--- config.mk ---
export PLATFORM = sky130hd
export DESIGN_NAME = ahb_arbiter
export DESIGN_NICKNAME = d
export VERILOG_FILES = /design/src/rtl/ahb_pkg.sv /design/src/rtl/ahb_rr_picker.sv /design/src/rtl/ahb_arbiter.sv
export SDC_FILE = /design/constraint.sdc
export NUM_CORES = 1
export LEC_CHECK = 0
export CAP_MARGIN = 0
export CORE_MARGIN = 10
export CORE_UTILIZATION = 25
export CTS_CLUSTER_SIZE = 10
export DETAILED_ROUTE_END_ITERATION = 16
export PLACE_DENSITY = 0.42
export SETUP_SLACK_MARGIN = 0.5
export SYNTH_ARGS = -nofsm -noshare
export SYNTH_HDL_FRONTEND = slang
export SYNTH_SLANG_ARGS = --single-unit
--- constraint.sdc ---
create_clock -name HCLK -period 4.7 [get_ports HCLK]
set_clock_uncertainty 0.2 [all_clocks]
set_input_delay 0.94 -clock HCLK [delete_from_list [all_inputs] [get_ports HCLK]]
set_output_delay 0.94 -clock HCLK [all_outputs]
set_load 0.02 [all_outputs]
--- src/rtl/ahb_pkg.sv ---
// AHB protocol encodings shared by the arbiter and its picker.
package ahb_pkg;

   typedef enum logic [1:0] {IDLE = 2'b00, BUSY = 2'b01, NONSEQ = 2'b10, SEQ = 2'b11} htrans_e;

   typedef enum logic [2:0] {
      SINGLE = 3'd0, INCR   = 3'd1, WRAP4  = 3'd2, INCR4 = 3'd3,
      WRAP8  = 3'd4, INCR8  = 3'd5, WRAP16 = 3'd6, INCR16 = 3'd7
   } hburst_e;

   typedef enum logic [1:0] {OKAY = 2'b00, ERROR = 2'b01, RETRY = 2'b10, SPLIT = 2'b11} hresp_e;

   // INCR is undefined-length, so it is treated like SINGLE: no beats are protected.
   function automatic logic [4:0] burst_beats(hburst_e b);
      case (b)
         WRAP4, INCR4:   burst_beats = 5'd4;
         WRAP8, INCR8:   burst_beats = 5'd8;
         WRAP16, INCR16: burst_beats = 5'd16;
         default:        burst_beats = 5'd1;
      endcase
   endfunction

endpackage

--- src/rtl/ahb_rr_picker.sv ---
// Combinational 16-way rotating-priority picker: first set req bit at or after base wins.
module ahb_rr_picker
   import ahb_pkg::*;
(
   input  logic [15:0] req,
   input  logic [3:0]  base,
   input  logic        en_rr,
   output logic        valid,
   output logic [3:0]  idx
);

   logic [3:0] start;
   logic [3:0] j;

   always_comb begin
      valid = 1'b0;
      idx   = '0;
      j     = '0;
      start = en_rr ? base : 4'd0;
      // 4-bit index arithmetic wraps naturally around the 16 slots
      for (int i = 0; i < 16; i++) begin
         j = start + 4'(i);
         if (!valid && req[j]) begin
            valid = 1'b1;
            idx   = j;
         end
      end
   end

endmodule

--- src/rtl/ahb_arbiter.sv ---
// AHB bus arbiter: registered one-hot grant, burst/lock aware handover, registered HMASTER/HMASTLOCK.
module ahb_arbiter
   import ahb_pkg::*;
#(
   parameter int NUM_MASTERS    = 16,
   parameter int DEFAULT_MASTER = 0,
   parameter int ROUND_ROBIN    = 1
) (
   input  logic        HCLK,
   input  logic        HRST_N,
   input  logic [15:0] HBUSREQ_i,
   input  logic [15:0] HLOCK_i,
   input  logic [1:0]  HTRANS_i,
   input  logic [2:0]  HBURST_i,
   input  logic        HREADY_i,
   input  logic [1:0]  HRESP_i,
   output logic [15:0] HGRANT_o,
   output logic [3:0]  HMASTER_o,
   output logic        HMASTLOCK_o
);

   localparam logic [3:0]  DEF  = 4'(DEFAULT_MASTER);
   localparam logic [3:0]  LAST = 4'(NUM_MASTERS - 1);
   localparam logic [15:0] MASK = 16'((32'd1 << NUM_MASTERS) - 32'd1);
   localparam logic        EN_RR = (ROUND_ROBIN != 0);

   htrans_e    trans;
   hresp_e     resp;
   logic [3:0] cnt, cnt_next;
   logic [3:0] grant_idx, rr_ptr, base;
   logic [15:0] req;
   logic       pick_valid;
   logic [3:0] pick_idx;
   logic       arb_ok;

   assign trans = htrans_e'(HTRANS_i);
   assign resp  = hresp_e'(HRESP_i);

   // Remaining SEQ beats of the owner's burst after the address being accepted this edge.
   always_comb begin
      cnt_next = cnt;
      if (HREADY_i) begin
         if (resp != OKAY) begin
            cnt_next = '0;
         end else begin
            case (trans)
               NONSEQ:  cnt_next = 4'(burst_beats(hburst_e'(HBURST_i)) - 5'd1);
               SEQ:     cnt_next = (cnt != '0) ? cnt - 4'd1 : '0;
               BUSY:    cnt_next = cnt;
               default: cnt_next = '0;
            endcase
         end
      end
   end

   assign arb_ok = !HLOCK_i[grant_idx] && (cnt_next <= 4'd1);
   assign req    = (HBUSREQ_i | HLOCK_i) & MASK;
   assign base   = (rr_ptr >= LAST) ? 4'd0 : rr_ptr + 4'd1;

   ahb_rr_picker u_picker (
      .req   (req),
      .base  (base),
      .en_rr (EN_RR),
      .valid (pick_valid),
      .idx   (pick_idx)
   );

   always_ff @(posedge HCLK or negedge HRST_N) begin
      if (!HRST_N) begin
         cnt         <= '0;
         HGRANT_o    <= 16'd1 << DEF;
         grant_idx   <= DEF;
         rr_ptr      <= DEF;
         HMASTER_o   <= DEF;
         HMASTLOCK_o <= 1'b0;
      end else begin
         cnt <= cnt_next;
         if (arb_ok) begin
            if (pick_valid) begin
               HGRANT_o  <= 16'd1 << pick_idx;
               grant_idx <= pick_idx;
               rr_ptr    <= pick_idx;
            end else begin
               // park on the default master without disturbing the rotation
               HGRANT_o  <= 16'd1 << DEF;
               grant_idx <= DEF;
            end
         end
         if (HREADY_i) begin
            HMASTER_o   <= grant_idx;
            HMASTLOCK_o <= HLOCK_i[grant_idx];
         end
      end
   end

endmodule

==> results.md <==
- DRT iter0 DRCs: approximately 250
- CP Max Fanout: 5
- RSZ-0062 raised after global routing: yes
- First-pass DRT Iterations: 4
- Sink Count: 33
- Final Instance Area: between 6000 and 7000 µm²
- Rel. slew slack: between 60% and 70%
- Deepest clock path buffer count: 2
- CTS H-tree lvls: 2
- IO Pins: 63
- Post-Syn Area per Cell: 9.14 µm²
- Antenna Violating Nets Remaining: 0
- Maxcap violations: 0
- Worst-Skew Late Latency: around 0.28 ns
- Fmax: ~0.24 GHz
- Post-Route WL: 15,300 µm
- Worst setup margin: between 0.5 and 0.6 ns
- Core Area: 16,500 µm²
- Worst Hold Class: reg2reg
- Post-DP Area: 5390 µm²
- Fin crit share: ~90%
- # port buffers: 61
- Final hold slack: 0.288 ns
- Netlist cell types: 93
- Placement Rows: between 40 and 50
- Pin count of the biggest net entering global routing: 34
- CTS tree: yes
- Antenna violations before repair: 0
- Placer congestion estimate: 0.907
- Diode count: 0
- CTS Buf Count: 5
- Mapped cell area: approximately 4200 µm²
- WP data arrival: 4.10 ns
- GRT Residual Overflow: 0
- Synth Register Bits: 33
- Syn nets: 505
- Crit path required time: around 4.7 ns
- Chip height: 150 µm
- DIE WIDTH: 150 µm
- Hold Vio Cnt, Final: 0
- Post-layout min period: approximately 4.1 ns
- Number of global-route vias before repair: approximately 4,300
- Most frequent cells in the layout: buf_4 (85), nand2_1 (51), dfrtp_1 (32), dlymetal6s2s_1 (31), clkdlybuf4s50_1 (30)
- Type of element capturing the critical path: flop
- Slew at the pin closest to its max-slew limit: about 0.48 ns
- Crit path kind: in2reg
- Register area share after synthesis: 19.7%
- DRC violations left: 0
- First-pass GRT wire length: about 24,000 µm
- Post-DP HPWL: about 12,000 µm
- FFs w/ async S/R, synth: 100%
- EDFF count, synth: 0
- Clock slew at reported path FFs: ~0.050 ns
- Fin nets: 644
- Critical path launch point type: input pin
- Ratio of cells with drive above 1 in the final layout: 38.7%
- Fin Setup TNS: 0 ns
- Leading cell type in the layout, fill and taps excluded: buf_4
- DR vias: 4,291
- Status: completed
- Initial Util: ~25%
- Final Max Tran Viols: 0
- Hold buffers post-CTS: 0
- Area growth syn-to-layout: 51.1%
- Drt wl/cell: 18.7 µm
- Via density per instance: 5.23
- Clock root buffer: clkbuf_16
- Most used DFF post-synth: dfrtp_1
- Final setup violation count: 0
- YS warnings: 0
- Setup WS pre-CTS: 0.0532 ns
- DIE AREA: 22,400 µm²
- Total track usage: a little over an eighth
- Syn Inst Count: between 400 and 500
## metal layers
layer  share of wire [%]  GRT usage, %  wire [µm]
met5                   0             0          0
met2                  50          22.4       7680
met1                  47          18.1       7160
met3                 2.9          1.87        449
met4                0.16          1.21         24
## final timing paths
path                                                from                        to  slack (ns)  cells after the start
worst min register to register  HGRANT_o[13]$_DFFE_PN0P_  HGRANT_o[13]$_DFFE_PN0P_        0.29                      2
worst max register to register     rr_ptr[0]$_DFFE_PN0P_  HGRANT_o[13]$_DFFE_PN0P_        0.63                     16
worst min-delay path            HGRANT_o[13]$_DFFE_PN0P_  HGRANT_o[13]$_DFFE_PN0P_        0.29                      2
worst max-delay path                        HBUSREQ_i[7]   HGRANT_o[0]$_DFFE_PN1P_        0.59                     15
min in group asynchronous                         HRST_N  HGRANT_o[15]$_DFFE_PN0P_        0.87                      2
max in group asynchronous                         HRST_N   HGRANT_o[0]$_DFFE_PN1P_        3.08                      2
## per-stage QoR
stage	cells	util [%]
floorplan	460	-
global placement	776	32.6
detailed placement	776	32.6
CTS	796	34.9
global route	820	38.4
finish	820	38.4
## worst max-delay path: stages
cell and delay (ns):
clkdlybuf4s50_1 0.51, nor2_4 0.07, mux4_2 0.50, mux2i_4 0.29, mux2i_4 0.14, buf_4 0.16, buf_4 0.13, nand4_1 0.07
a21oi_1 0.07, a221o_1 0.29, a32oi_2 0.24, or2_1 0.19, a21oi_1 0.08, buf_4 0.16, nor4b_4 0.24
## layout make-up
type | count | area [µm²]
clock inverter | 1 | 30.0
timing repair buffer | 157 | 1480
clock buffer | 7 | 143
inverter | 18 | 70.1
tap | 220 | 275
sequential | 33 | 827
multi-input combinational | 384 | 3530
fill | 1653 | 10200
## cells in the mapped netlist, types with 5 or more instances
cell type	number	area share, %
a21o_1	5	0.89
a21oi_1	17	2.0
a22o_1	7	1.5
a32o_1	5	1.2
buf_2	5	0.59
buf_4	5	0.89
clkbuf_1	8	0.71
dfrtp_1	32	19
inv_1	14	1.2
mux2_2	15	4.0
mux2i_1	32	7.6
mux4_2	17	9.1
nand2_1	53	4.7
nand2b_1	7	1.0
nand3_1	25	3.0
nand4_1	6	0.89
nor2_1	38	3.4
o211ai_1	5	0.89
o21ai_0	20	2.4
o21ai_1	8	0.95
o22ai_1	5	0.74
o31ai_1	5	0.89
## sequential cells by signal, indices dropped and copies added, names as in the netlist
| signal | count |
|---|---|
| HGRANT_o | 16 |
| HMASTER_o | 4 |
| cnt | 4 |
| grant_idx | 4 |
| rr_ptr | 4 |
| HMASTLOCK_o | 1 |
## cells by family after synthesis
logic type               Yosys count  synth area share (%)
flip-flops                        33                  19.7
XOR/XNOR                           9                  2.77
AND/OR/NAND/NOR                  157                  18.7
adder cells (fa/ha/maj)            3                 0.893
multiplexers                      75                  26.2
AO/OA/AOI/OAI                    140                  26.2
buffers and inverters             43                  5.56
## timing repair
action	CTS	global route
setup endpoints to repair	21	22
resized for setup	28	102
endpoints found under the hold margin	0	0
cloned	1	1
setup buffers	11	23
pin swaps	16	24
Power is not shown: default switching activity piles up to over one toggle a cycle in this logic, so the estimate is an artifact.
==> RTL change, RTL diff (config.mk and constraints unchanged) <==
Make the reset (`HRST_N`) synchronous in one clocked block.
--- a/src/rtl/ahb_arbiter.sv
+++ b/src/rtl/ahb_arbiter.sv
@@ -65,7 +65,7 @@
       .idx   (pick_idx)
    );
 
-   always_ff @(posedge HCLK or negedge HRST_N) begin
+   always_ff @(posedge HCLK) begin
       if (!HRST_N) begin
          cnt         <= '0;
          HGRANT_o    <= 16'd1 << DEF;
Formal check against the unedited RTL: differs if HRST_N is asserted again (counterexample within 4 cycles, from zero or initial values and one cycle with HRST_N low); with HRST_N held inactive, the same outputs for 4 cycles.
==> RTL change against the unedited design <==
Synthesized area decreased by 5.5%. Worst setup slack got worse by 95 ps. Core utilization increased by 3.4 points. Wire length increased by 14%. Sequential share of layout area decreased by 2.8 points. Design area increased by 3.6%. Sequential cell count unchanged. Critical endpoint is now HGRANT_o[4]. Highest routed layer unchanged.
==> RTL change: results (changes against the unedited design) <==
Placement
  • Total half-perimeter wirelength after legalization and detailed placement: 13,300 um (+10%)
  • Final weighted congestion in routability-driven placement: 0.9525 (+5.0%)
  • Input/output buffers: 61 (unchanged)

GRT
  • Total Routing Usage GR: 0.1505 (+0.01818)
  • Number of antenna violations at the first check in global routing: 0 (unchanged)
  • Met3 track utilization from global routing: 0.02256 (+0.003839)
  • Met2 Use GR: 0.2559 (+0.03229)
  • First-pass GRT wire length: 26,420 um (+9.5%)
  • Met1 global-route usage: 0.1978 (+0.01683)
  • Number of global-route vias before repair: 4,726 (+11%)
  • Maximum number of pins on one net before global-route repair: 21 (-38%)

Routing
  • Detailed-route wire length on metal 1: 7867 um (+9.9%)
  • DRT Wirelength: 17,390 um (+14%)
  • Routed met3 length: 822 um (+83%)
  • Iter 0 DRT Violations: 333 (+34%)
  • DR top layer: met4
  • Routed wl met2: 8504 um (+11%)
  • Drt pass-1 iters: 5 (+1)
  • Via-to-Cell Ratio: 5.340 (+2.0%)

Logic synthesis
  • Net count after synthesis: 564 (+12%)
  • Distinct cell type count after synthesis: 76 (-18%)
  • Ys Warns: 0 (unchanged)
  • Count of flip-flops with a built-in enable after synthesis: 0 (unchanged)
  • Fraction of the yosys area taken by sequential cells: 0.1662 (-0.03042)
  • Fraction of registers with async set or reset after synthesis: 0 (-1.000)
  • Synth top area cells: dfxtp_1, mux4_2, mux2i_1
  • Primary FF master, synth: dfxtp_1
  • Most used standard cells in the synthesized netlist: nand2_1, nor2_1, a21oi_1, dfxtp_1, o21ai_0

Clock tree
  • Clock latency on the worst-skew pair: 270 ps
  • Clock transition at the register clock pins on the worst setup and hold paths after CTS: 50 ps (about the same)
  • Clock Tree Buf Depth: 2 (unchanged)
  • Root Buffer: clkbuf_16
  • H-tree levels: 2 (unchanged)
  • Cts bufs inserted: 5 (unchanged)

Final layout
  • Register ranked first by flip-flop count: HGRANT_o
  • Number of fill cells: 1,616 (-2.2%)
  • Proportion of layout cells with a drive suffix above 1: 0.4353 (+0.04868)
  • Layout Nets: 746 (+16%)
  • Number of flip-flops under the largest register name: 16 (unchanged)
  • Number of diodes: 0 (unchanged)

Timing
  • Endpoints failing hold: 0 (unchanged)
  • Tightest slew margin relative to the limit: 0.6389 (-0.03258)

Power
  • VDD IR max: ~0.20 mV
  • LEAKAGE: approximately 2.6 nW

Worst hold path
  • Min-delay worst type: reg2reg

Critical path
  • Critical path peak fanout: 6 (+1)
  • Worst endpoint data arrival time: 4210 ps (+110 ps)

Outcome
  • Outcome: finished, final reports clean
[RTL change: cell count changes in the layout (fill, tap and decap cells not counted), sizes merged, moves of 11 or more]
| cell | before | now |
|---|---|---|
| buf | 95 | 135 |
| dlygate4sd2 | 0 | 22 |
| dlymetal6s2s | 31 | 0 |
| nand3 | 25 | 14 |
| a21oi | 20 | 40 |
| nor2b | 2 | 14 |
| dfrtp | 32 | 0 |
| mux2i | 38 | 24 |
| dfxtp | 0 | 33 |
| nor3 | 3 | 24 |
[RTL change: power by group]
group          switching [mW]  total [mW]  internal, mW
clock network           0.104       0.312         0.207
logic                    2.36        4.43          2.07
registers              0.0505       0.382         0.332
total                    2.51        5.12          2.61
[RTL change: kinds of logic (layout without fill, tap and decap cells)]
family | after synthesis | count (layout) | share of synthesized area
mux | 44 | 45 | 0.1612
compound gates | 178 | 178 | 0.3067
fa+ha+maj | 8 | 8 | 0.02519
simple gates | 206 | 206 | 0.2739
xor+xnor | 7 | 7 | 0.01921
flops | 33 | 33 | 0.1662
buf+inv | 38 | 219 | 0.04754
[RTL change: final timing paths]
kind	slack [ps]	from	cells after the start	end
setup / recovery	490	HLOCK_i[15]	16	HGRANT_o[4]
hold reg to reg	250	HGRANT_o[15]	2	HGRANT_o[15]
setup reg to reg	570	rr_ptr[0]	16	HGRANT_o[4]
hold / removal	250	HGRANT_o[15]	2	HGRANT_o[15]
[RTL change: cell type report]
cell class | count | area [um^2] | area share
flip-flops and latches | 33 | 669.4 | 0.1017
clock buffers | 7 | 142.6 | 0.02168
multi-input cells | 444 | 3797 | 0.5772
inverters | 16 | 67.56 | 0.01027
repair buffers | 196 | 1632 | 0.2480
well taps | 216 | 270.3 | 0.04108
[RTL change: metrics by stage]
stage / std cells / power (mW) / setup WS (ps) / utilization / area (um^2)
6_report: 912 / 5.119 / 494.8 / 0.4187 / 6579
5_1_grt: 912 / 5.424 / 411.1 / 0.4187 / 6579
4_1_cts: 889 / 4.614 / 470.2 / 0.3852 / 6052
3_5_place_dp: 858 / 3.892 / -94.01 / 0.3467 / 5448
3_3_place_gp: 858 / 3.893 / -85.28 / 0.3467 / 5448
2_1_floorplan: 514 / 2.490 / 503.6 / - / 4025
[RTL change: worst max-delay path, cell delays in order]
cell	delay [ps]
dlygate4sd2_1	270
buf_4	150
nor2_2	90
mux4_2	290
buf_4	120
buf_4	110
nor2_1	50
mux2i_2	260
nand2_2	120
nand4b_1	220
or4_4	460
or4_4	430
a32oi_2	230
o21ai_4	130
nand3b_4	200
o21ai_1	140
[RTL change: what timing repair did]
item,in CTS,in global routing
gates resized for setup,111,103
cloned,1,0
buffers inserted,23,23
setup endpoints to repair,24,24
pin swaps,40,41
